==> src/rtl/fetch_pkg.sv <==
// Shared definitions for the instruction-fetch stage: FSM encoding and
// instruction-size constants.
package fetch_pkg;

  typedef enum logic {
    FETCH_BOOT = 1'b0,
    FETCH_RUN  = 1'b1
  } fetch_state_e;

  localparam int          INSTR_BYTES = 4;
  localparam logic [31:0] NOP_INSTR   = 32'h0000_0013;

endpackage

==> src/rtl/fetch_queue.sv <==
// Synchronous prefetch FIFO. Flush wins over push/pop; dout shows the head
// entry straight from storage.
module fetch_queue #(
  parameter  int W     = 8,
  parameter  int DEPTH = 4,
  localparam int PW    = $clog2(DEPTH),
  localparam int CW    = PW + 1
) (
  input  logic          clk,
  input  logic          reset,
  input  logic          push,
  input  logic          pop,
  input  logic          flush,
  input  logic [W-1:0]  din,
  output logic [W-1:0]  dout,
  output logic [CW-1:0] count,
  output logic          full,
  output logic          empty
);

  logic [W-1:0]  mem [DEPTH];
  logic [PW-1:0] wr_ptr;
  logic [PW-1:0] rd_ptr;
  logic          do_push;
  logic          do_pop;

  assign full    = (count == CW'(DEPTH));
  assign empty   = (count == '0);
  assign do_pop  = pop && !empty;
  assign do_push = push && (!full || do_pop);
  assign dout    = mem[rd_ptr];

  // Pointers are exactly log2(DEPTH) wide, so they wrap without compare logic.
  always_ff @(posedge clk or negedge reset) begin
    if (!reset) begin
      wr_ptr <= '0;
      rd_ptr <= '0;
      count  <= '0;
      for (int i = 0; i < DEPTH; i++) mem[i] <= '0;
    end else if (flush) begin
      wr_ptr <= '0;
      rd_ptr <= '0;
      count  <= '0;
    end else begin
      if (do_push) begin
        mem[wr_ptr] <= din;
        wr_ptr      <= wr_ptr + PW'(1);
      end
      if (do_pop) rd_ptr <= rd_ptr + PW'(1);
      count <= count + CW'(do_push) - CW'(do_pop);
    end
  end

  // The upstream credit rule must never let a word arrive at a full queue.
  always @(posedge clk) begin
    if (reset && !flush) assert (!(push && full && !pop));
  end

endmodule

==> src/rtl/fetch_unit.sv <==
// Pipelined fetch stage: sequential PC, one-cycle imem read, prefetch queue
// feeding decode over valid/ready, with redirect flushing queue and in-flight read.
module fetch_unit
  import fetch_pkg::*;
#(
  parameter int                ADDR_W   = 32,
  parameter int                INSTR_W  = 32,
  parameter int                QDEPTH   = 4,
  parameter logic [ADDR_W-1:0] RESET_PC = '0
) (
  input  logic               clk,
  input  logic               reset,
  output logic               imem_en,
  output logic [ADDR_W-1:0]  imem_addr,
  input  logic [INSTR_W-1:0] imem_rdata,
  input  logic               redirect_valid,
  input  logic [ADDR_W-1:0]  redirect_pc,
  output logic               id_valid,
  input  logic               id_ready,
  output logic [INSTR_W-1:0] id_instr,
  output logic [ADDR_W-1:0]  id_pc,
  output logic [ADDR_W-1:0]  id_pc_plus_4,
  output fetch_state_e       fsm_state
);

  // Handshake: a head entry moves to decode on the rising edge where
  // id_valid && id_ready; id_valid never depends on id_ready.
  localparam int                CW   = $clog2(QDEPTH) + 1;
  localparam int                EW   = INSTR_W + 2 * ADDR_W;
  localparam logic [ADDR_W-1:0] STEP = ADDR_W'(INSTR_BYTES);

  fetch_state_e      state;
  fetch_state_e      state_nxt;
  logic [ADDR_W-1:0] pc;
  logic [ADDR_W-1:0] resp_pc;
  logic              inflight;
  logic              kill;
  logic              issue;
  logic [CW:0]       credit;
  logic              push;
  logic              pop;
  logic [CW-1:0]     count;
  logic              full;
  logic              empty;
  logic [EW-1:0]     q_din;
  logic [EW-1:0]     q_dout;

  always_ff @(posedge clk or negedge reset) begin
    if (!reset) state <= FETCH_BOOT;
    else        state <= state_nxt;
  end

  always_comb begin
    state_nxt = state;
    case (state)
      FETCH_BOOT: state_nxt = FETCH_RUN;
      FETCH_RUN:  state_nxt = FETCH_RUN;
      default:    state_nxt = FETCH_BOOT;
    endcase
  end

  // Outstanding read counts against the queue so its response always has a slot.
  always_comb begin
    credit = {1'b0, count} + {{CW{1'b0}}, inflight};
    issue  = 1'b0;
    if (state == FETCH_RUN && !redirect_valid) issue = (credit < (CW + 1)'(QDEPTH));
  end

  always_ff @(posedge clk or negedge reset) begin
    if (!reset) begin
      pc       <= RESET_PC;
      resp_pc  <= '0;
      inflight <= 1'b0;
      kill     <= 1'b0;
    end else begin
      inflight <= issue;
      kill     <= redirect_valid && inflight;
      if (redirect_valid)  pc <= {redirect_pc[ADDR_W-1:2], 2'b00};
      else if (issue)      pc <= pc + STEP;
      if (issue) resp_pc <= pc;
    end
  end

  assign imem_en   = issue;
  assign imem_addr = pc;
  assign push      = inflight && !kill;
  assign pop       = id_valid && id_ready;
  assign q_din     = {imem_rdata, resp_pc, resp_pc + STEP};
  assign id_valid  = !empty;
  assign fsm_state = state;
  assign {id_instr, id_pc, id_pc_plus_4} = q_dout;

  fetch_queue #(
    .W     (EW),
    .DEPTH (QDEPTH)
  ) u_queue (
    .clk   (clk),
    .reset (reset),
    .push  (push),
    .pop   (pop),
    .flush (redirect_valid),
    .din   (q_din),
    .dout  (q_dout),
    .count (count),
    .full  (full),
    .empty (empty)
  );

endmodule
==> config.mk <==
export PLATFORM = sky130hd
export DESIGN_NAME = fetch_unit
export DESIGN_NICKNAME = d
export VERILOG_FILES = /design/src/rtl/fetch_pkg.sv /design/src/rtl/fetch_queue.sv /design/src/rtl/fetch_unit.sv
export SDC_FILE = /design/constraint.sdc
export NUM_CORES = 1
export LEC_CHECK = 0
export CELL_PAD_IN_SITES_DETAIL_PLACEMENT = 0
export CELL_PAD_IN_SITES_GLOBAL_PLACEMENT = 1
export CORE_MARGIN = 5
export CORE_UTILIZATION = 44
export CTS_CLUSTER_DIAMETER = 200
export DETAILED_ROUTE_END_ITERATION = 6
export PLACE_DENSITY_LB_ADDON = 0.12
export SLEW_MARGIN = 10
export SYNTH_ARGS = -nofsm -noshare
export SYNTH_HDL_FRONTEND = slang
export SYNTH_SLANG_ARGS = --single-unit
==> constraint.sdc <==
create_clock -name clk -period 5.15 [get_ports clk]
set_input_delay 1.03 -clock clk [delete_from_list [all_inputs] [get_ports clk]]
set_output_delay 1.03 -clock clk [all_outputs]
set_load 0.05 [all_outputs]
Yosys cells after proc, flatten, opt, wreduce, memory -nomap -nowiden --
Index checks and enable logic that the tools add are counted.
Word-level totals: register bits 458, bits of input ports 68, output and inout port bits 131, logic and storage cells 58
Cells by class: add/subtract/negate cells 7, magnitude comparators 4, equality and inequality tests 1, multiplexer cells 14, bitwise operators 3, reduce and logical (&&, ||, !) cells 17
Operators by type and width (number):
- 384-bit bitwise mux | 1
- 96-bit 2-to-1 mux | 3
- 96-bit binary-select mux with 2-bit select | 1
- 96-bit demux with 2-bit select | 1
- 32-bit by 3-bit adder with 32-bit output, second input constant | 2
- 32-bit 2-to-1 mux | 2
- 2-bit 2-to-1 mux | 4
- 1-bit logical AND | 7
- 3-bit >= comparator, second input constant | 2
- 2-bit NOT with 3-bit output | 2
- 2-bit nonzero test | 3
- 2-bit by 1-bit adder with 2-bit output, second input constant | 2
- 3-bit by 1-bit adder with 4-bit output | 1
- 1-bit logical NOT | 4
- 4-bit by 3-bit < comparator with 1-bit output, second input constant | 1
- 3-bit by 1-bit adder with 3-bit output | 1
- 3-bit equality test, second input constant | 1
- 3-bit logical NOT | 1
- 3-bit by 1-bit < comparator with 1-bit output, second input constant | 1
- 3-bit 2-to-1 mux | 1
- 3-bit by 1-bit subtractor with 3-bit output | 1
- 2-bit AND reduction | 1
- 1-bit logical OR | 1
- 1-bit 2-to-1 mux | 1
- 1-bit NOT | 1

Logic depth before layout (Yosys ltp) --
Gate-level depths: netlist (run 1).
depth after elaboration 9, mapped depth 9, mapped depth without buffers 9

Cells and area by module --
From an unflattened synthesis (run 1), not the netlist that was laid out.
Unflattened totals: cells, all modules 1398, area, all modules 21074.0 um^2
Modules (own cells, without submodules):
- fetch_queue | instances 1, cells an instance 976, area each 17566.8 um^2, sequential area each 9784.4 um^2
- fetch_unit | instances 1, cells an instance 422, area each 3507.1 um^2, sequential area each 1576.5 um^2

Least setup slack after synthesis (run 1) --
Ideal clock, no wire load.
kind input-to-output, start point in redirect_valid, end point out imem_en, data arrival time 2130 ps, required time 4120 ps, path slack 1990 ps, cell stages on the path 4, path buffers 2, path through clkbuf_1 nand2b_1 inv_2 clkbuf_1
Between the ends: word-level cells in the longest chain between the ends 3
RTL lines:
- from (decl) | line fetch_unit.sv:16 | input logic redirect_valid,
- 1-bit logical NOT
- 1-bit logical AND | line fetch_unit.sv:66 | if (state == FETCH_RUN && !redirect_valid) issue = (credit < (CW + 1)'(QDEPTH));
- 1-bit 2-to-1 mux | line fetch_unit.sv:66
- to (decl) | line fetch_unit.sv:13 | output logic imem_en,
No other way between the ends.

Final worst setup path (run 1) --
start point reg u_queue.rd_ptr[0], end point out id_pc_plus_4[31]
Between the ends: word-level cells in the longest chain between the ends 4
RTL lines:
- from (decl) | line fetch_queue.sv:23 | logic [PW-1:0] rd_ptr;
- from (signal assigned) | line fetch_queue.sv:49 | if (do_pop) rd_ptr <= rd_ptr + PW'(1);
- 2-bit NOT with 3-bit output (not written as such) | line fetch_queue.sv:31 | assign dout = mem[rd_ptr];
- 96-bit binary-select mux with 2-bit select | line fetch_queue.sv:31
- 96-bit 2-to-1 mux (not written as such) (2 in series) | line fetch_queue.sv:31
- to (decl) | line fetch_unit.sv:22 | output logic [ADDR_W-1:0] id_pc_plus_4,
No other way between the ends. The select of a mux whose other input is x is not followed.

==> impl_metrics.env, run 1 <==
export IMPL_postLayoutSetupSlackWorst_ns=0.951
export IMPL_core_area_um2=46300
export IMPL_totalWireLength_um=47600
export IMPL_cts_hold_buf=0
export IMPL_root_buffer="clkbuf_16"
export IMPL_max_freq_mhz=238
export IMPL_syn_inst=1500
export IMPL_antenna_found_initial=0
export IMPL_end_kind="output pin"
export IMPL_vias=12200
export IMPL_synth_compound_area_share=0.0372
export IMPL_final_cells=2297
export IMPL_synth_mux_area_frac=0.275
export IMPL_gr_total_overflow=0
export IMPL_clk_latency_ns=0.57
export IMPL_rsz0062_at_grt="no"
export IMPL_synth_area_um2=20500
export IMPL_grt_use_met3=0.0355
export IMPL_rows=79
export IMPL_placed_cells=2211
export IMPL_routed_via_density=5.31
export IMPL_slowest_stage="dfrtp_4"
export IMPL_top_usage_layer="met2"
export IMPL_detail_route_iter0_violations=634
export IMPL_p_comb_frac=0.412
export IMPL_powerDensity_nw_per_um2=606
export IMPL_ys_seq_elements=438
export IMPL_clkSlewWorstSetupHoldPaths_ns=0.06
export IMPL_antenna_cells=0
export IMPL_final_util=0.527
export IMPL_synth_top_family_by_area="multiplexers"
export IMPL_firstDrtPassIters=5
export IMPL_clkPwrFrac=0.234
export IMPL_path_depth=3
export IMPL_place_congestion=0.758
export IMPL_die_width_um=226
export IMPL_pre_cts_slack_ns=1.46
export IMPL_cp_max_fo=34
export IMPL_worst_path_buf_inv=2
export IMPL_ant_nets=0
export IMPL_min_to="u_queue.mem[286]"
export IMPL_post_cts_resized=0
export IMPL_tightest_slew_ns=0.846
export IMPL_multiInputGateArea_um2=8790
export IMPL_hold_viol=0
export IMPL_pwr_share_seq=0.354
export IMPL_postSynthAreaPerCell_um2=13.6
export IMPL_reg2reg_from="u_queue.count[1]"
export IMPL_htree_levels=2
export IMPL_post_cts_repair_setup_buffers=0
export IMPL_layout_commonest_cell="dfrtp_1"
export IMPL_path_cells="buf_12, mux4_2, clkdlybuf4s50_1"
export IMPL_final_cell_mix="436 x dfrtp_1, 187 x clkdlybuf4s50_1, 162 x mux2_4, 130 x nor2_1, 130 x nand2_1"
export IMPL_cp_slowest_stage_delay_ns=0.92
export IMPL_power_w=0.0148
export IMPL_die_area_um2=50900
export IMPL_synth_xor_area_frac=0.0253
export IMPL_areaGrowthSynthToFinish_pct=19.1
export IMPL_startpoint_type="flop"
export IMPL_grt_use_met1=0.278
export IMPL_nets=1733
export IMPL_required_ns=4.12
export IMPL_cts_sinks=438
export IMPL_hold_depth=1
export IMPL_period_needed_ns=4.20
export IMPL_power_leakage_nw=10.7
export IMPL_critPathTopFamily="buffers and inverters"
export IMPL_p_switching_w=0.00563
export IMPL_synth_simple_area_share=0.0827
export IMPL_switching_share=0.382
export IMPL_r2r_slack_ns=2.39
export IMPL_max_slew_margin_rel=0.436
export IMPL_grt_pass1_vias=13300
export IMPL_hold_class="reg -> reg"
export IMPL_io_buffers=190
export IMPL_r2r_end="resp_pc[31]"
export IMPL_fin_tns_setup_ns=0
export IMPL_ioPinCount=199
export IMPL_grt_util_met2=0.293
export IMPL_start_util=0.442
export IMPL_die_y_um=226
export IMPL_fillCellCount=3988
export IMPL_fin_worst_skew_ns=0.0145
export IMPL_synth_warnings=0
export IMPL_status="finished, final reports clean"
export IMPL_seq_area_um2=11000
export IMPL_ir_drop_mv=0.436
export IMPL_finalSetupViolations=0
export IMPL_drv_slew=0
export IMPL_dp_hpwl_um=29100
export IMPL_grtUsageTotal=0.190
export IMPL_internal_power_w=0.00913
export IMPL_avgRoutedWirePerCell_um=20.7
export IMPL_post_route_period_util=0.815
export IMPL_cts_buffers=49
export IMPL_drc=0
export IMPL_cts_tree="done"
export IMPL_worstSetupPathType="reg -> out"
export IMPL_grt_max_degree=126
export IMPL_grt_pass1_wl_um=76800
export IMPL_clk_path_buf_depth=3
export IMPL_synth_seq_area_share=0.536
export IMPL_synthAdderAreaFrac=0.00648
export IMPL_ff2ff_path_depth=8
export IMPL_drive_gt1_frac=0.272
export IMPL_ys_types=47
export IMPL_worstHoldStart="u_queue.mem[286]"
export IMPL_maxCapViolCount=0
export IMPL_crit_arrival_ns=3.17
-- metrics by stage --
stage / instance area [µm²] / hold slack [ns]
2_1_floorplan: 20500 / 0.453
3_3_place_gp: 22800 / 0.465
3_5_place_dp: 22800 / 0.475
4_1_cts: 24400 / 0.489
5_1_grt: 24400 / 0.500
6_report: 24400 / 0.488
-- per-layer routing --
| metal | vias up | part of all wire |
|---|---|---|
| li1 | 5600 | - |
| met1 | 6288 | 0.48 |
| met2 | 241 | 0.46 |
| met3 | 62 | 0.045 |
| met4 | 0 | 0.020 |
| met5 | - | 0 |
-- cells by family after synthesis --
group                      count (synthesis)
other                                      2
DFF                                      438
AOI/OAI and AO/OA                        144
adders and majority gates                 10
xor gates and xnor gates                  59
buffers and inverters                    128
and+or+nand+nor                          364
muxes                                    355
-- worst max path at each step --
stage / startpoint / endpoint / slack, ns
2_1_floorplan: redirect_valid / imem_en / 1.99
3_3_place_gp: u_queue.rd_ptr[0] / id_pc[12] / 1.45
3_5_place_dp: u_queue.rd_ptr[0] / id_pc[5] / 1.46
4_1_cts: u_queue.rd_ptr[0] / id_pc[5] / 0.82
5_1_grt: u_queue.count[1] / imem_en / 0.72
6_report: u_queue.rd_ptr[0] / id_pc_plus_4[31] / 0.95
-- Yosys cell counts (all sizes together) --
library cell	instances	area, µm²
nor3	9	45.0
and3	13	81.3
or4	1	7.51
mux4	92	2070
nor4b	3	41.3
o21ai	25	125
nand3	19	95.1
a41oi	1	8.76
a211o	1	8.76
or4b	1	13.8
and2	9	56.3
mux2	258	3510
o22a	1	8.76
nor3b	5	47.5
a21oi	113	566
nand2	130	488
xnor2	31	272
mux2i	5	50.1
dfrtp	438	11000
o211a	1	10.0
clkbuf	34	128
xor2	28	245
inv	15	56.3
fa	1	20.0
nor4	4	40.0
ha	9	113
nand4	24	150
nand3b	2	27.5
buf	79	566
o211ai	1	7.51
or3	1	6.26
nor2	130	488
nor2b	1	6.26
o32ai	1	27.5
conb	2	7.51
nand2b	3	18.8
and4	9	78.8
-- final cells by class --
| cell class | count | area share |
|---|---|---|
| inverters | 15 | 0.00231 |
| repair buffers | 212 | 0.0904 |
| multi-input cells | 939 | 0.361 |
| clock buffers | 74 | 0.0595 |
| clock inverters | 12 | 0.00565 |
| well taps | 607 | 0.0312 |
| flip-flops and latches | 438 | 0.450 |
-- flip-flops by register name, indices dropped and copies added (netlist names) --
signal,count
inflight,1
kill,1
u_queue.rd_ptr,2
imem_addr,30
fsm_state,1
u_queue.wr_ptr,2
u_queue.mem,368
u_queue.count,3
resp_pc,30
-- power by group through the flow --
stage	clock, W	sequential (W)	combinational [W]
6_report	0.00346	0.00523	0.00607
5_1_grt	0.00372	0.00538	0.00641
4_1_cts	0.00358	0.00524	0.00616
3_5_place_dp	0	0.00528	0.00615
3_3_place_gp	0	0.00525	0.00609
2_1_floorplan	0	0.00491	0.00451
Note: power is estimated with default switching activity, not from simulation.
==> inputs of run 2 (changes only) <==
CORE_UTILIZATION = 43   (was 44)
clock period = 3.4 ns   (was 5.15 ns; I/O delays follow)
==> impl_metrics.env, run 2 (synthesis results as in run 1) <==
export IMPL_path_depth=3
export IMPL_die_width_um=228
export IMPL_end_kind="output pin"
export IMPL_power_leakage_nw=11.1
export IMPL_cp_max_fo=24
export IMPL_fin_tns_setup_ns=0
export IMPL_ir_drop_mv=0.395
export IMPL_largest_reg_flops=368
export IMPL_nets=1760
export IMPL_ioPinCount=199
export IMPL_avgRoutedWirePerCell_um=21.4
export IMPL_ant_nets=0
export IMPL_dp_hpwl_um=32500
export IMPL_drv_slew=0
export IMPL_rsz0062_at_grt="no"
export IMPL_final_cell_mix="436 x dfrtp_1, 162 x mux2_4, 130 x nor2_1, 130 x nand2_1, 113 x a21oi_1"
export IMPL_postPlaceCellArea_um2=23100
export IMPL_seq_area_um2=11000
export IMPL_totalWireLength_um=50000
export IMPL_slowest_stage="dfrtp_4"
export IMPL_layout_commonest_cell="dfrtp_1"
export IMPL_cts_tree="done"
export IMPL_holdWs_ns=0.0758
export IMPL_clk_path_buf_depth=3
export IMPL_firstDrtPassIters=5
export IMPL_drive_gt1_frac=0.284
export IMPL_root_buffer="clkbuf_16"
export IMPL_cts_sinks=438
export IMPL_clkPwrFrac=0.245
export IMPL_startpoint_type="flop"
export IMPL_areaGrowthSynthToFinish_pct=20.5
export IMPL_p_comb_frac=0.399
export IMPL_worst_path_buf_inv=2
export IMPL_finalSetupViolations=0
export IMPL_internal_power_w=0.0135
export IMPL_largest_register="u_queue.mem"
export IMPL_top_usage_layer="met2"
export IMPL_fin_worst_skew_ns=0.0136
export IMPL_cp_slowest_stage_delay_ns=0.74
export IMPL_drc=0
export IMPL_pwr_share_seq=0.356
export IMPL_r2r_slack_ns=1.00
export IMPL_worstSetupPathType="reg -> out"
export IMPL_clkSlewWorstSetupHoldPaths_ns=0.06
export IMPL_core_area_um2=47400
export IMPL_antenna_found_initial=0
export IMPL_post_route_period_util=0.976
export IMPL_final_util=0.520
export IMPL_final_cells=2337
export IMPL_grt_pass1_wl_um=79200
export IMPL_gr_total_overflow=0
export IMPL_die_y_um=228
export IMPL_rows=80
export IMPL_powerDensity_nw_per_um2=898
export IMPL_switching_share=0.390
export IMPL_grtUsageTotal=0.190
export IMPL_path_cells="buf_4, mux4_2, clkdlybuf4s50_1"
export IMPL_grt_util_met2=0.297
export IMPL_grt_use_met3=0.0336
export IMPL_maxCapViolCount=0
export IMPL_routed_via_density=5.29
export IMPL_post_cts_repair_setup_buffers=0
export IMPL_tightest_slew_ns=0.744
export IMPL_max_slew_margin_rel=0.504
export IMPL_status="finished, final reports clean"
export IMPL_critPathTopFamily="buffers and inverters"
export IMPL_post_route_cell_area_um2=24700
export IMPL_detail_route_iter0_violations=742
export IMPL_crit_arrival_ns=2.64
export IMPL_max_freq_mhz=301
export IMPL_grt_pass1_vias=13300
export IMPL_placed_cells=2245
export IMPL_grt_use_met1=0.278
export IMPL_die_area_um2=52000
export IMPL_clk_latency_ns=0.58
export IMPL_cts_buffers=50
export IMPL_htree_levels=2
export IMPL_fillCellCount=4136
export IMPL_multiInputGateArea_um2=8790
export IMPL_start_util=0.431
export IMPL_grt_max_degree=78
export IMPL_vias=12400
export IMPL_antenna_cells=0
export IMPL_required_ns=2.72
export IMPL_p_switching_w=0.00863
export IMPL_io_buffers=190
export IMPL_ff2ff_path_depth=6
export IMPL_hold_viol=0
export IMPL_place_congestion=0.733
export IMPL_hold_class="in -> async"
export IMPL_period_needed_ns=3.32
[run 2: cell count changes in the layout (fill, tap and decap cells not counted), moves of 2 or more]
cell	change
clkbuf_1	+2
buf_4	+17
clkdlybuf4s50_1	-86
dlygate4sd2_1	+86
clkbuf_16	+2
buf_12	+9
[run 2: area by class of cell]
class	count	area share
clock buffers	79	0.0617
clock inverters	13	0.00594
inverters	15	0.00233
multi-input cells	939	0.356
flip-flops and latches	438	0.445
well taps	615	0.0312
repair buffers	238	0.0974
[run 2: worst paths after layout]
check	endpoint	from
max	id_pc[21]	u_queue.rd_ptr[1]
min	u_queue.mem[261]	reset
max reg2reg	imem_addr[31]	u_queue.count[1]
min reg2reg	u_queue.mem[286]	u_queue.mem[286]
max in group asynchronous	imem_addr[30]	reset
min in group clk	u_queue.mem[286]	u_queue.mem[286]
[run 2: what timing repair did]
action / in CTS / in global routing
resized for setup: 86 / 1
setup endpoints to repair: 86 / 1
hold buffers: 0 / 0
[run 2: stage by stage]
stage | setup WS [ns] | total power, W
floorplan | 0.611 | 0.0143
global placement | 0.429 | 0.0173
detailed placement | 0.420 | 0.0174
CTS | 0.0150 | 0.0224
global route | 0.0109 | 0.0232
finish | 0.0825 | 0.0221
[run 2: worst register-to-register path: stages (launching register included)]
cell and delay [ns]:
dfrtp_1 0.45, ha_1 0.24, o211a_1 0.26, o22a_1 0.35
nor4b_1 0.58, xor2_1 0.12, mux2_2 0.28
[run 2: routing by layer]
metal	share of wire	vias up	wire length, µm
li1	-	5679	-
met1	0.48	6416	24000
met2	0.46	217	23000
met3	0.040	55	2020
met4	0.017	0	863
met5	0	-	0
[run 2: power groups by stage]
stage | sequential [W] | combinational, W | clock, W
after floorplan | 0.00744 | 0.00683 | 0
after global placement | 0.00787 | 0.00942 | 0
after detailed placement | 0.00792 | 0.00952 | 0
after CTS | 0.00787 | 0.00898 | 0.00560
after global routing | 0.00807 | 0.00936 | 0.00581
final | 0.00788 | 0.00883 | 0.00542
==> inputs of run 3 (changes only) <==
CORE_UTILIZATION = 44   (was 43)
GPL_TIMING_DRIVEN = 0   (was unset)
SYNTH_HIERARCHICAL = 1   (was unset)
==> impl_metrics.env, run 3 <==
export IMPL_synth_warnings=6
export IMPL_finalSetupViolations=0
export IMPL_grt_pass1_wl_um=85800
export IMPL_drive_gt1_frac=0.374
export IMPL_avgRoutedWirePerCell_um=23.3
export IMPL_drc=0
export IMPL_die_area_um2=52400
export IMPL_largest_register="u_queue/mem"
export IMPL_cts_hold_buf=0
export IMPL_io_buffers=194
export IMPL_nets=1740
export IMPL_antenna_found_initial=0
export IMPL_worstSetupPathType="reg -> out"
export IMPL_period_needed_ns=3.32
export IMPL_gr_total_overflow=0
export IMPL_reg2reg_from="resp_pc[3]"
export IMPL_maxCapViolCount=0
export IMPL_fin_worst_skew_ns=0.0184
export IMPL_die_width_um=229
export IMPL_fin_tns_setup_ns=0
export IMPL_grt_pass1_vias=13900
export IMPL_crit_arrival_ns=2.64
export IMPL_clkSlewWorstSetupHoldPaths_ns=0.06
export IMPL_slowest_stage="clkdlybuf4s50_1"
export IMPL_status="finished, final reports clean"
export IMPL_die_y_um=229
export IMPL_drv_slew=0
export IMPL_root_buffer="clkbuf_16"
export IMPL_holdWs_ns=0.0836
export IMPL_hold_class="in -> async"
export IMPL_ir_drop_mv=0.496
export IMPL_ff2ff_path_depth=6
export IMPL_rsz0062_at_grt="yes"
export IMPL_max_slew_margin_rel=0.261
export IMPL_vias=12700
export IMPL_power_w=0.0209
export IMPL_cts_sinks=454
export IMPL_post_route_period_util=0.978
export IMPL_clk_path_buf_depth=3
export IMPL_start_util=0.443
export IMPL_cts_tree="done"
export IMPL_startpoint_type="flop"
export IMPL_detail_route_iter0_violations=686
export IMPL_r2r_end="u_queue/mem[110]"
export IMPL_final_cell_mix="454 x dfrtp_1, 230 x mux2_2, 143 x mux2_4, 130 x nand2_1, 100 x clkdlybuf4s50_1"
export IMPL_cp_max_fo=10
export IMPL_htree_levels=2
export IMPL_ioPinCount=199
export IMPL_place_congestion=0.776
export IMPL_cp_slowest_stage_delay_ns=0.72
export IMPL_powerDensity_nw_per_um2=818
export IMPL_areaGrowthSynthToFinish_pct=21.4
export IMPL_r2r_slack_ns=0.41
export IMPL_core_area_um2=47500
export IMPL_ant_nets=0
export IMPL_tightest_slew_ns=1.10
export IMPL_dp_hpwl_um=36500
export IMPL_rows=80
export IMPL_final_cells=2316
export IMPL_hold_viol=0
export IMPL_end_kind="output pin"
export IMPL_layout_commonest_cell="dfrtp_1"
export IMPL_grt_max_degree=111
export IMPL_routed_via_density=5.49
export IMPL_path_cells="buf_4, buf_6, mux4_2, clkdlybuf4s50_1"
export IMPL_cts_buffers=50
export IMPL_power_leakage_nw=11.8
export IMPL_synth_area_um2=21100
export IMPL_largest_reg_flops=384
export IMPL_clk_latency_ns=0.58
export IMPL_grtUsageTotal=0.208
export IMPL_required_ns=2.72
export IMPL_fillCellCount=4046
export IMPL_postSynthAreaPerCell_um2=15.1
export IMPL_syn_inst=1397
export IMPL_max_freq_mhz=301
export IMPL_totalWireLength_um=54100
export IMPL_placed_cells=2227
export IMPL_firstDrtPassIters=5
[run 3: repair_timing]
item | 4_1_cts | 5_1_grt
gates resized for setup | 126 | 12
setup endpoints to repair | 97 | 13
buffers inserted | 1 | 0
[run 3: metrics by stage]
stage               instance area, µm²   util  worst slack (ns)
detailed placement               24000  0.504             -1.63
global route                     25600  0.538         -0.000919
global placement                 23800  0.501            -18.57
floorplan                        21100      -             0.438
CTS                              25600  0.538           0.00340
finish                           25600  0.538            0.0758
[run 3: cell type report]
type | count | area [µm²] | area share
flip-flops and latches | 454 | 11400 | 0.444
well taps | 615 | 769 | 0.0301
multi-input cells | 856 | 9180 | 0.359
diodes | 1 | 2.50 | 0.0000979
inverters | 16 | 63.8 | 0.00250
repair buffers | 199 | 1960 | 0.0767
clock buffers | 76 | 1480 | 0.0579
plain buffers | 86 | 589 | 0.0230
clock inverters | 13 | 169 | 0.00661
[run 3: worst max-delay path, delay by kind of cell (launching register included)]
kind,cells,cell delay (ns)
buffers and inverters,3,1.19
multiplexers,1,0.55
flip-flops,1,0.32
[run 3: worst max path at each step]
stage	depth (start not counted)	endpoint	startpoint
after detailed placement	8	imem_en	redirect_valid
after floorplan	6	imem_en	redirect_valid
after global placement	1	u_queue/mem[113]	reset
after global routing	5	id_instr[8]	u_queue/rd_ptr[1]
final	4	id_instr[31]	u_queue/rd_ptr[0]
after CTS	4	id_pc_plus_4[4]	u_queue/rd_ptr[0]
[run 3: routing by layer]
layer | vias to the layer above | track usage | part of all wire
met4 | 0 | 0.0588 | 0.024
met2 | 250 | 0.338 | 0.49
met3 | 80 | 0.0318 | 0.036
met1 | 6754 | 0.295 | 0.46
li1 | 5630 | - | -
met5 | - | 0 | 0
[run 3: where the power goes]
group          total [W]  internal (W)  switching [W]
logic            0.00755       0.00316        0.00439
registers        0.00790       0.00683        0.00107
clock network    0.00548       0.00329        0.00219
total             0.0209        0.0133        0.00765
==> RTL edit 1 (config.mk and constraints of run 2) <==
Set the parameter `INSTR_W` to 28 (it was 32).
--- a/src/rtl/fetch_unit.sv
+++ b/src/rtl/fetch_unit.sv
@@ -5,5 +5,5 @@
 #(
   parameter int                ADDR_W   = 32,
-  parameter int                INSTR_W  = 32,
+  parameter int                INSTR_W  = 28,
   parameter int                QDEPTH   = 4,
   parameter logic [ADDR_W-1:0] RESET_PC = '0
Interface: changed (resized id_instr and imem_rdata); port bits go from 199 to 191. No check against the original RTL was run, so the function may have changed too.
==> RTL edit 1 against run 2 <==
- cell area fell by 6.6%
- sequential share of layout area is 1.4 points higher
- area after synthesis is 7.4% lower
- fmax is 1.2% higher
- cell count decreased by 5.9%
- clock skew rose by 0.0019 ns
- wire length decreased by 11%
- setup slack improved by 0.040 ns
- power decreased by 9.9%
- critical path depth did not move
- sequential cell count down 16
- critical endpoint is now id_pc[17]
- highest routed layer unchanged
==> RTL edit 1: results (changes against run 2) <==
Antenna cells: 0 (unchanged)
Final Wtd Congestion: 0.732 (was 0.733)
Total GRT Usage: 19.2% (was 19.0%)
CP endpoint: id_pc[17] (was id_pc[21])
Vias per Instance: 5.29 (about the same)
Inst Count DP: 2115 (was 2245)
RR Endpoint: u_queue.mem[282] (was imem_addr[31])
Met3 GRT Util: 3.23% (was 3.36%)
Cell Area, Placed: 21600 sq um (was 23100 sq um)
Reg2reg path depth: 7 (was 6)
Post-synthesis mux area share: 26.3% (was 27.5%)
DRT met1 WL: 21.5 mm (was 24.0 mm)
GR Util met2: 29.5% (was 29.7%)
Number of flops mapped to enable cells by yosys: 0 (unchanged)
Final WS setup: 0.122 ns (was 0.0825 ns)
R2r startpoint: u_queue.count[2] (was u_queue.count[1])
WHS: 0.0894 ns (was 0.0758 ns)
Lkg Pwr: 10.3 nW (was 11.1 nW)
Worst slew pin tran: 0.936 ns (was 0.744 ns)
Routed wl met3: 1.68 mm (was 2.02 mm)
Share of cells above drive strength 1: 32.0% (was 28.4%)
Initial antenna violation count: 0 (unchanged)
Skew-Pair Late Insertion Delay: 0.57 ns
CP delay by family, top: buffers and inverters (unchanged)
Initial DRT Pass Iterations: 4 (was 5)
Largest cells by area after synthesis: dfrtp_1 (56%), mux2_2 (16%), mux4_2 (10%) (was dfrtp_1 (54%), mux2_4 (12%), mux4_2 (10%))
WL/cell: 20.3 um (was 21.4 um)
First DRT Iteration DRCs: 629 (was 742)
Post-synthesis xor/xnor area fraction: 2.64% (was 2.53%)
Worst-path maximum fanout: 22 (was 24)
WL met2: 20.6 mm (was 23.0 mm)
Final Skew: 0.0155 ns (was 0.0136 ns)
IO buf count: 182 (was 190)
Setup slack after placement: 0.301 ns (was 0.420 ns)
Sequential element share of the synthesized area: 55.8% (was 53.6%)
R2R setup slack: 0.89 ns (was 1.00 ns)
YS warnings: 0 (unchanged)
Met1 Track Usage GR: 28.5% (was 27.8%)
Max layer used: met4 (unchanged)
Status: completed (unchanged)
Syn Inst Count: 1405 (was 1500)
Max reg flops: 352 (was 368)
Critical path arrival: 2.60 ns (was 2.64 ns)
Vias in the first global route: 12500 (was 13300)
Compound-Gate Fraction of Synth Area: 4.28% (was 3.72%)
First-pass GRT wire length: 72.9 mm (was 79.2 mm)
Crit path max-delay cell type: clkdlybuf4s50_1 (was dfrtp_4)
Netlist cell types: 49 (was 47)
Largest net degree at the start of global routing: 90 (was 78)
Fin nets: 1655 (was 1760)
Post-Synth Adder-Cell Area: 0.700% (was 0.648%)
Synth top cells by count: dfrtp_1 (422), mux2_2 (262), nand2_1 (162) (was dfrtp_1 (438), mux2_4 (162), nand2_1 (130), nor2_1 (130), a21oi_1 (113))
Clock Root Buffer: clkbuf_16 (unchanged)
Placed wire-length estimate: 29.6 mm (was 32.5 mm)
Routed wire length: 44.6 mm (was 50.0 mm)
Max VDD drop: 0.465 mV (was 0.395 mV)
Num CTS Buffers: 47 (was 50)
[RTL edit 1: cell count changes after synthesis, sizes merged, moves of 8 or more]
cell,before,now
o21ai,25,149
nor2,130,16
a21oi,113,0
nand2,130,165
dfrtp,438,422
buf,79,67
nand3,19,31
clkbuf,34,42
xnor2,31,23
[RTL edit 1: power by group]
group | total [mW] | internal (mW) | switching, mW
clock network | 4.85 | 2.86 | 1.98
logic | 7.74 | 3.05 | 4.69
registers | 7.35 | 6.30 | 1.05
total | 19.9 | 12.2 | 7.72
[RTL edit 1: what timing repair did]
| action | 4_1_cts | 5_1_grt |
|---|---|---|
| setup endpoints to repair | 54 | 0 |
| gates resized for setup | 50 | 0 |
| setup buffers | 2 | 0 |
[RTL edit 1: layout make-up]
class | count | area (sq um)
sequential | 422 | 10600
tap | 585 | 732
clock inverter | 7 | 40.0
multi-input combinational | 867 | 7850
timing repair buffer | 231 | 2350
clock buffer | 74 | 1430
inverter | 12 | 45.0
fill | 3842 | 20300
==> RTL edit 2 (config.mk and constraints of run 2) <==
Without the edit above. Reset style: synchronous (`reset`), changed in 3 clocked blocks.
--- a/src/rtl/fetch_queue.sv
+++ b/src/rtl/fetch_queue.sv
@@ -32,5 +32,5 @@
 
   // Pointers are exactly log2(DEPTH) wide, so they wrap without compare logic.
-  always_ff @(posedge clk or negedge reset) begin
+  always_ff @(posedge clk) begin
     if (!reset) begin
       wr_ptr <= '0;
--- a/src/rtl/fetch_unit.sv
+++ b/src/rtl/fetch_unit.sv
@@ -46,5 +46,5 @@
   logic [EW-1:0]     q_dout;
 
-  always_ff @(posedge clk or negedge reset) begin
+  always_ff @(posedge clk) begin
     if (!reset) state <= FETCH_BOOT;
     else        state <= state_nxt;
@@ -67,5 +67,5 @@
   end
 
-  always_ff @(posedge clk or negedge reset) begin
+  always_ff @(posedge clk) begin
     if (!reset) begin
       pc       <= RESET_PC;
Formal check against the unedited RTL: differs if reset is asserted again (counterexample within 4 cycles, from zero or initial values and one cycle with reset low); with reset held inactive, the same outputs for 4 cycles.
==> RTL edit 2 against run 2 <==
- wire length fell by 2.8%
- critical path depth unchanged
- die area fell by 5.4%
- core utilization rose by 1.1 points
- area after synthesis down 5.7%
- sequential cell count grew 2
- synthesized cell count shrank 6.1%
- cell count shrank 5.1%
- sequential share of layout area is 8.7 points higher
- via count shrank 4.3%
- setup slack improved by 0.029 ns
- cell area shrank 4.7%
- highest routed layer unchanged
Power is not compared: it rests on default switching activity, and its combinational part moved more than twofold at a synthesized area within 25%.
==> RTL edit 2: results (changes against run 2) <==
CP delay by family, top: buffers and inverters (unchanged)
Cell Area, Placed: 22100 sq um (was 23100 sq um)
WL/cell: 21.9 um (was 21.4 um)
Post-synthesis mux area share: 10.8% (was 27.5%)
First DRT Iteration DRCs: 685 (was 742)
Num CTS Buffers: 48 (was 50)
Inst Count DP: 2133 (was 2245)
Fin nets: 1665 (was 1760)
Initial DRT Pass Iterations: 4 (was 5)
Total GRT Usage: 19.6% (was 19.0%)
Placed wire-length estimate: 29.7 mm (was 32.5 mm)
Worst-path maximum fanout: 29 (was 24)
Sequential element share of the synthesized area: 64.7% (was 53.6%)
Fillers: 3788 (was 4136)
Async S/R FF share, synth: 0% (was 100%)
Area of the multi-input gates: 6390 sq um (was 8790 sq um)
Max reg flops: 368 (unchanged)
Vias post-DR: 11800 (was 12400)
Synth top cells by count: edfxtp_1 (368), and2_1 (184), nor2_1 (145) (was dfrtp_1 (438), mux2_4 (162), nand2_1 (130), nor2_1 (130), a21oi_1 (113))
Number of flops mapped to enable cells by yosys: 368 (was 0)
CP peak stage delay: 0.71 ns (was 0.74 ns)
Netlist cell types: 53 (was 47)
Largest cells by area after synthesis: edfxtp_1 (57%), mux4_2 (11%), dfxtp_1 (7.5%) (was dfrtp_1 (54%), mux2_4 (12%), mux4_2 (10%))
Vias in the first global route: 12600 (was 13300)
Status: completed (unchanged)
Compound-Gate Fraction of Synth Area: 3.18% (was 3.72%)
Hold Crit Class: reg -> reg (was in -> async)
Routed wire length: 48.5 mm (was 50.0 mm)
DRT met1 WL: 21.1 mm (was 24.0 mm)
CTS H-tree lvls: 2 (unchanged)
Critical path arrival: 2.61 ns (was 2.64 ns)
WL met2: 24.1 mm (was 23.0 mm)
Commonest non-fill, non-tap cell in the layout: edfxtp_1 (was dfrtp_1)
First-pass GRT wire length: 75.4 mm (was 79.2 mm)
Worst slew margin: 47.1% (was 50.4%)
Initial antenna violation count: 1 (was 0)
Share of cells above drive strength 1: 16.2% (was 28.4%)
Max clock buf depth: 3 (unchanged)
Setup slack after placement: 0.320 ns (was 0.420 ns)
Largest net degree at the start of global routing: 62 (was 78)
Post-synthesis xor/xnor area fraction: 2.18% (was 2.53%)
Final Wtd Congestion: 0.766 (was 0.733)
Routed wl met3: 2.61 mm (was 2.02 mm)
Post-Synth Adder-Cell Area: 0.428% (was 0.648%)
Pwr Density: 514 nW/um^2
Max VDD drop: 0.296 mV
Syn Inst Count: 1409 (was 1500)
Crit path max-delay cell type: clkdlybuf4s50_1 (was dfrtp_4)
Final Skew: 0.0116 ns (was 0.0136 ns)
[RTL edit 2: changes by cell type in the layout (fill, tap and decap cells not counted), sizes merged, moves of 17 or more]
cell           change
dfrtp            -438
edfxtp           +368
mux2             -258
and2             +175
dfxtp             +72
dlygate4sd2       -70
a21oi             -67
and3              +58
buf               +44
nand2             -28
clkdlybuf4s50     +19
clkbuf            -17
[RTL edit 2: cell families (layout without fill, tap and decap cells)]
group	count (synthesis)	in the layout
multiplexers	93	93
other	1	6
AO/OA/AOI/OAI	103	103
flip-flops	440	440
AND/OR/NAND/NOR	592	592
buffers and inverters	126	338
adder cells (fa/ha/maj)	6	6
XOR/XNOR	48	48
[RTL edit 2: per-layer routing]
metal / vias up / GRT usage (%)
met3: 53 / 4.12
met5: - / 0
met2: 268 / 33.3
met1: 5986 / 26.3
li1: 5530 / -
met4: 0 / 4.16
[RTL edit 2: timing repair]
| item | in CTS | in global routing |
|---|---|---|
| gates resized for setup | 16 | 5 |
| endpoints found under the setup margin | 16 | 5 |
| pin swaps | 0 | 0 |
[RTL edit 2: worst paths after layout]
path	slack [ns]	start	cells past startpoint	endpoint
hold / removal	0.49	imem_addr[31]	2	resp_pc[31]
setup / recovery	0.11	flop	3	id_pc_plus_4[31]
hold reg to reg	0.49	imem_addr[31]	2	resp_pc[31]
setup reg to reg	0.83	u_queue.count[1]	7	imem_addr[29]
[RTL edit 2: area by class of cell]
| class | count | area share, % |
|---|---|---|
| clock inverter | 23 | 0.649 |
| timing repair buffer | 236 | 10.1 |
| sequential | 440 | 53.2 |
| inverter | 17 | 0.271 |
| clock buffer | 62 | 5.51 |
| multi-input combinational | 848 | 27.2 |
| tap | 592 | 3.15 |
